`config.mk`:
```
export PLATFORM = sky130hd
export DESIGN_NAME = alu_7seg_scan_flat
export DESIGN_NICKNAME = d
export VERILOG_FILES = /design/src/rtl/alu_7seg_scan_if.sv /design/src/rtl/alu_7seg_scan.sv /design/src/flat_wrapper.sv
export SDC_FILE = /design/constraint.sdc
export NUM_CORES = 1
export LEC_CHECK = 0
export CAP_MARGIN = 20
export CORE_ASPECT_RATIO = 1.75
export CORE_UTILIZATION = 35
export DETAILED_ROUTE_END_ITERATION = 6
export GPL_TIMING_DRIVEN = 0
export PLACE_DENSITY = 0.57
export RECOVER_POWER = 25
export SLEW_MARGIN = 20
export SYNTH_ARGS = -nofsm -noshare
export SYNTH_HDL_FRONTEND = slang
export SYNTH_SLANG_ARGS = --single-unit
```
`constraint.sdc`:
```
create_clock -name clk -period 4.4 [get_ports clk]
set_input_delay 0.88 -clock clk [delete_from_list [all_inputs] [get_ports clk]]
set_output_delay 0.88 -clock clk [all_outputs]
set_load 0.02 [all_outputs]
```
`src/rtl/alu_7seg_scan_if.sv`:
```
// alu_7seg_scan_if
//   Bundles the operand/strobe inputs and the display outputs of alu_7seg_scan.
//   master : operand source (drives a, b, opcode, e, load; observes seg, an, valid)
//   slave  : the ALU/display block itself
//   a, b    [WIDTH-1:0]  operands
//   opcode  [1:0]        00 ADD, 01 SUB, 10 AND, 11 XOR
//   e                    enable for load and display
//   load                 capture strobe
//   seg     [7:0]        {dp,g,f,e,d,c,b,a}, active-high
//   an      [DIGITS-1:0] one-hot digit enable, active-high
//   valid                result register holds a computed value
interface alu_7seg_scan_if #(
    parameter int WIDTH  = 8,
    parameter int DIGITS = 4
);
    logic [WIDTH-1:0]  a;
    logic [WIDTH-1:0]  b;
    logic [1:0]        opcode;
    logic              e;
    logic              load;
    logic [7:0]        seg;
    logic [DIGITS-1:0] an;
    logic              valid;

    modport master (
        output a, b, opcode, e, load,
        input  seg, an, valid
    );

    modport slave (
        input  a, b, opcode, e, load,
        output seg, an, valid
    );
endinterface

```
`src/rtl/alu_7seg_scan.sv`:
```
// alu_7seg_scan
//   Registered ALU feeding a time-multiplexed hexadecimal 7-segment display.
//   Operands are captured on load (when e=1); the result and its carry/borrow
//   flag are held in registers. A prescaled scan counter walks the digit
//   positions and the shared segment bus shows the matching result nibble.
//   clk  : system clock, rising edge
//   rst  : synchronous active-high reset
//   bus  : alu_7seg_scan_if.slave (a, b, opcode, e, load in; seg, an, valid out)
module alu_7seg_scan #(
    parameter int WIDTH    = 8,
    parameter int DIGITS   = 4,
    parameter int SCAN_DIV = 2,
    parameter int LZB      = 1
) (
    input  logic            clk,
    input  logic            rst,
    alu_7seg_scan_if.slave  bus
);

    localparam int PW = (SCAN_DIV > 1) ? $clog2(SCAN_DIV) : 1;
    localparam int IW = (DIGITS > 1) ? $clog2(DIGITS) : 1;
    localparam int NW = 4 * DIGITS;
    localparam logic [PW-1:0] PRE_TC = PW'(SCAN_DIV - 1);
    localparam logic [IW-1:0] IDX_TC = IW'(DIGITS - 1);

    function automatic logic [6:0] hex7(input logic [3:0] n);
        logic [6:0] s;
        case (n)
            4'h0: s = 7'h3F;
            4'h1: s = 7'h06;
            4'h2: s = 7'h5B;
            4'h3: s = 7'h4F;
            4'h4: s = 7'h66;
            4'h5: s = 7'h6D;
            4'h6: s = 7'h7D;
            4'h7: s = 7'h07;
            4'h8: s = 7'h7F;
            4'h9: s = 7'h6F;
            4'hA: s = 7'h77;
            4'hB: s = 7'h7C;
            4'hC: s = 7'h39;
            4'hD: s = 7'h5E;
            4'hE: s = 7'h79;
            default: s = 7'h71;
        endcase
        return s;
    endfunction

    logic [WIDTH-1:0] r_q, r_d;
    logic             flag_q, flag_d;
    logic             valid_q, valid_d;
    logic [IW-1:0]    idx_q, idx_d;
    logic [PW-1:0]    presc_q, presc_d;
    logic             en_q, en_d;

    logic [WIDTH:0]   sum_w;
    logic [WIDTH:0]   diff_w;

    // One extra bit on each side: the MSB is the carry (ADD) or borrow (SUB).
    assign sum_w  = {1'b0, bus.a} + {1'b0, bus.b};
    assign diff_w = {1'b0, bus.a} - {1'b0, bus.b};

    // Next-state: ALU capture plus free-running scan.
    always_comb begin
        r_d     = r_q;
        flag_d  = flag_q;
        valid_d = valid_q;
        if (bus.e && bus.load) begin
            valid_d = 1'b1;
            case (bus.opcode)
                2'b00: begin
                    r_d    = sum_w[WIDTH-1:0];
                    flag_d = sum_w[WIDTH];
                end
                2'b01: begin
                    r_d    = diff_w[WIDTH-1:0];
                    flag_d = diff_w[WIDTH];
                end
                2'b10: begin
                    r_d    = bus.a & bus.b;
                    flag_d = 1'b0;
                end
                default: begin
                    r_d    = bus.a ^ bus.b;
                    flag_d = 1'b0;
                end
            endcase
        end

        // The scan never looks at load, so captures cannot jitter the display phase.
        presc_d = (presc_q == PRE_TC) ? '0 : presc_q + PW'(1);
        idx_d   = idx_q;
        if (presc_q == PRE_TC) begin
            idx_d = (idx_q == IDX_TC) ? '0 : idx_q + IW'(1);
        end

        // Registering e keeps the display free of any combinational input path.
        en_d = bus.e;
    end

    always_ff @(posedge clk) begin
        if (rst) begin
            r_q     <= '0;
            flag_q  <= 1'b0;
            valid_q <= 1'b0;
            idx_q   <= '0;
            presc_q <= '0;
            en_q    <= 1'b0;
        end else begin
            r_q     <= r_d;
            flag_q  <= flag_d;
            valid_q <= valid_d;
            idx_q   <= idx_d;
            presc_q <= presc_d;
            en_q    <= en_d;
        end
    end

    logic [NW-1:0] r_pad;
    logic [3:0]    nib;
    logic          blank;
    logic          upper_zero;

    // Display decode from registers only. Walking from the top digit down,
    // upper_zero tracks whether this nibble and all above it are zero.
    always_comb begin
        r_pad      = NW'(r_q);
        nib        = 4'h0;
        blank      = 1'b0;
        upper_zero = 1'b1;
        for (int k = DIGITS - 1; k >= 0; k--) begin
            upper_zero = upper_zero && (r_pad[4*k +: 4] == 4'h0);
            if (IW'(k) == idx_q) begin
                nib   = r_pad[4*k +: 4];
                blank = upper_zero && (k != 0);
            end
        end

        bus.seg   = 8'h00;
        bus.an    = '0;
        bus.valid = valid_q;
        if (en_q && valid_q) begin
            bus.an = DIGITS'(1) << idx_q;
            if (!((LZB != 0) && blank)) begin
                bus.seg[6:0] = hex7(nib);
            end
            bus.seg[7] = flag_q && (idx_q == '0);
        end
    end

endmodule

```
`src/flat_wrapper.sv`:
```
// flat-port wrapper written by rule: the top's interface ports become plain ports
module alu_7seg_scan_flat 
#(
    parameter int WIDTH    = 8,
    parameter int DIGITS   = 4,
    parameter int SCAN_DIV = 2,
    parameter int LZB      = 1
)
  (clk, rst, bus_a, bus_b, bus_opcode, bus_e, bus_load, bus_seg, bus_an, bus_valid);
  alu_7seg_scan_if #(.WIDTH(WIDTH), .DIGITS(DIGITS)) bus_i ();
  input  logic clk;
  input  logic rst;
  input wire logic [$bits(bus_i.a)-1:0] bus_a;
  input wire logic [$bits(bus_i.b)-1:0] bus_b;
  input wire logic [$bits(bus_i.opcode)-1:0] bus_opcode;
  input wire logic [$bits(bus_i.e)-1:0] bus_e;
  input wire logic [$bits(bus_i.load)-1:0] bus_load;
  output wire logic [$bits(bus_i.seg)-1:0] bus_seg;
  output wire logic [$bits(bus_i.an)-1:0] bus_an;
  output wire logic [$bits(bus_i.valid)-1:0] bus_valid;
  assign bus_i.a = bus_a;
  assign bus_i.b = bus_b;
  assign bus_i.opcode = bus_opcode;
  assign bus_i.e = bus_e;
  assign bus_i.load = bus_load;
  assign bus_seg = bus_i.seg;
  assign bus_an = bus_i.an;
  assign bus_valid = bus_i.valid;
  alu_7seg_scan #(.WIDTH(WIDTH), .DIGITS(DIGITS), .SCAN_DIV(SCAN_DIV), .LZB(LZB)) u_core (.clk(clk), .rst(rst), .bus(bus_i));
endmodule
```
==> summary.md <==
| Metric | Value |
|---|---|
| Outcome | `finished with violations` |
| Failing checks | `design-rule violations` |
| Req. time, crit path | `3520 ps` |
| Synth Register Bits | `14` |
| Clk sinks | `14` |
| Fin cells | `333` |
| Max-slew headroom | `63.4%` |
| Reg area | `280 um^2` |
| Fin crit period | `4070 ps` |
| DRC viols | `4` |
| Worst path buffer plus inverter count | `5` |
| Net Count, Synth | `292` |
| Pre-antenna DRT Iters | `6` |
| CTS root buf | `clkbuf_8` |
| Switching fraction of total power | `34.6%` |
| Antenna-violating nets left | `0` |
| Vias | `1817` |
| Period utilization | `92.6%` |
| Gate power share | `42.8%` |
| Power Density | `199 nW/um^2` |
| CP Class | `reg -> out` |
| Max cap viols | `0` |
| # diodes | `0` |
| Core area | `5210 um^2` |
| Via density per instance | `5.46` |
| FFs w/ async S/R, synth | `0%` |
| Data arrival time of the critical path | `3190 ps` |
| Final HPWL DP | `3890 um` |
| H-Tree Depth | `1` |
| Global-route wire length before repair | `7790 um` |
| CP Cell Sequence | `inv_1 -> ha_1 -> buf_2 -> o21ai_1 -> inv_1 -> ha_1 -> inv_1 -> mux4_2 -> nor2_1 -> clkdlybuf4s50_1` |
| Dpl cells | `329` |
| Crit Path Max Fanout | `10` |
| Slowest-stage cell, CP | `clkdlybuf4s50_1` |
| Die Y | `99.1 um` |
| Psw | `161 uW` |
| Area of the die | `5700 um^2` |
| Clock Power Share | `26.4%` |
| Vias in the first global route | `1728` |
| R2R depth | `4` |
| Initial drt markers | `75` |
| Grt total ovfl | `0` |
| Post-CTS sizing | `0` |
| Area of the multi-input gates | `1450 um^2` |
| Worst-Margin Slew | `546 ps` |
| Min-delay src | `u_core.r_q[2]` |
| Fin. Hold Viols | `0` |
| Clk_lat worst skew | `240 ps` |
| Minimum setup slack among reg-to-reg paths | `3310 ps` |
| Max Freq | `0.246 GHz` |
| Final core occ | `44.9%` |
| Mapped Avg Cell Area | `7.83 um^2` |
| CTS Buffer Depth | `2` |
| Initial Util | `36.2%` |
| Clock transition at the registers of the reported paths | `60 ps` |
| Buffers on Ports | `33` |
| Area grow syn2layout | `24.1%` |
| FF-to-FF Start | `u_core.idx_q[0]` |
| Hold Crit Depth | `2` |
| Die width | `57.5 um` |
| Worst Setup SP | `u_core.idx_q[0]` |
| Initial antenna violation count | `0` |
| Leak Pwr | `0.961 nW` |
| Final setup violation count | `0` |
| Postcts setup bufs | `0` |
| Setup TNS | `0 ps` |
| CTS tree | `yes` |
| Top delay family on crit path | `buffers and inverters` |
| Final WL | `4640 um` |
| DR WL/cell | `13.9 um` |
| GRT Total Usage | `17.1%` |
| Fill count | `553` |
| Slew Viols, Final | `0` |
| Seq/Total Area, Yosys | `14.9%` |
| Crit path depth | `10` |
| Final GP Congestion | `0.864` |
| Number of flops mapped to enable cells by yosys | `0` |
| Cell count after synthesis | `241` |
| HP Class | `reg -> reg` |
| Yosys cell types | `56` |
| Top_reg_cell synth | `dfxtp_1` |
| Startpoint types | `flop` |
| Top cell by count, worst path | `inv_1` |
| Cts bufs inserted | `3` |
| Nets | `330` |
| RSZ-0062 raised after global routing | `false` |
| I/O pins | `35` |
| Ys Warns | `0` |
| Clk_skew | `0.0366 ps` |
| Site Rows | `35` |
| Hold Buf Count CTS | `0` |
| Reg power frac | `30.7%` |
| Largest net degree at the start of global routing | `11` |
| Int Pwr | `305 uW` |
| Cell Area, Synth | `1890 um^2` |
| Crit end category | `output port` |
| Maximum VDD drop | `0.0650 mV` |
| Ratio of cells with drive above 1 in the final layout | `10.4%` |
| CP max stage delay | `610 ps` |
cell families after synthesis:
kind of cell / count (synthesis) / share of synthesized area [%]
AOI/OAI and AO/OA: 76 / 29.0
xor gates and xnor gates: 2 / 0.929
adders and majority gates: 29 / 20.0
buffers and inverters: 32 / 8.55
DFF: 14 / 14.9
muxes: 5 / 3.98
and+or+nand+nor: 83 / 22.7
power groups by stage:
stage,Combinational [mW],Clock [mW],Sequential (mW)
after global placement,0.199,0,0.146
final,0.200,0.123,0.143
after floorplan,0.139,0,0.145
after global routing,0.222,0.132,0.144
after CTS,0.201,0.126,0.143
after detailed placement,0.200,0,0.146
routing by layer:
layer / share of wire, % / track usage (%) / wire length, um
met5: 0 / 0 / 0
met2: 58 / 35.4 / 2710
met3: 1.7 / 0.780 / 80
met4: 1.3 / 5.44 / 61
met1: 39 / 17.1 / 1790
stage by stage:
stage	setup slack (ps)	hold slack, ps	power, mW	area, um^2
global placement	393	442	0.344	2290
CTS	76.5	456	0.470	2340
finish	327	457	0.466	2340
detailed placement	343	447	0.346	2290
floorplan	1040	432	0.283	1890
global route	52.4	494	0.498	2340
sequential cells by signal, indices dropped and copies added, names as in the netlist:
register and cells:
u_core.r_q 8, u_core.idx_q 2, u_core.bus.valid 1, u_core.en_q 1
u_core.flag_q 1, u_core.presc_q 1
path summary, 6_finish.rpt:
kind,to
max,bus_seg[3]
min,u_core.r_q[2]
max reg2reg,u_core.idx_q[1]
min reg2reg,u_core.r_q[2]
cell type report:
type	count	share of cell area, %
multi-input combinational	195	61.7
buffer	13	3.85
clock buffer	4	2.35
tap	55	2.94
inverter	19	3.05
sequential	14	12.0
timing repair buffer	33	14.1
cells in the mapped netlist (2+ instances only):
master	number	area [um^2]
buf_6	3	33.8
and3_1	4	25.0
clkbuf_1	4	15.0
nor3_2	2	20.0
ha_1	27	338
o21ai_2	2	17.5
inv_1	18	67.6
nor2b_1	5	31.3
nor4b_1	2	17.5
xnor2_1	2	17.5
o41ai_1	2	17.5
a21oi_1	16	80.1
and2_1	3	18.8
o31ai_1	2	15.0
buf_2	4	20.0
nor2_1	20	75.1
a211oi_2	2	25.0
nor2b_4	2	27.5
o21ai_0	17	85.1
a211oi_1	6	45.0
nand3_1	2	10.0
fa_1	2	40.0
o211ai_1	3	22.5
o21a_2	2	17.5
dfxtp_1	14	280
a221oi_1	4	35.0
mux2i_1	3	30.0
o21a_1	3	22.5
mux4_2	2	45.0
nand2b_1	6	37.5
nor3_1	5	25.0
or3_1	3	18.8
nand2_1	25	93.8
a32o_1	2	20.0
cells in the final DEF (no fill, tap or decap), types with 3 or more instances in the layout:
cell type and n:
a21oi_1 16, dfxtp_1 14, mux2i_1 3, inv_1 18
and2_1 3, buf_2 4, buf_6 3, ha_1 27
a211oi_1 6, o21ai_0 15, o21a_1 3, o211ai_1 3
clkdlybuf4s50_1 31, or3_1 3, clkbuf_1 4, clkbuf_8 5
o21ai_1 3, and3_1 4, nor3_1 5, nand2_1 25
a221oi_1 4, nor2_1 20, nand2b_1 6, nor2b_1 5
tightest hold or removal path, delay by kind of cell (launching register included):
family          cells  cell delay [ps]
simple gates        1               50
compound gates      1               50
flops               1              310
Power figures use the tool's default switching activity.
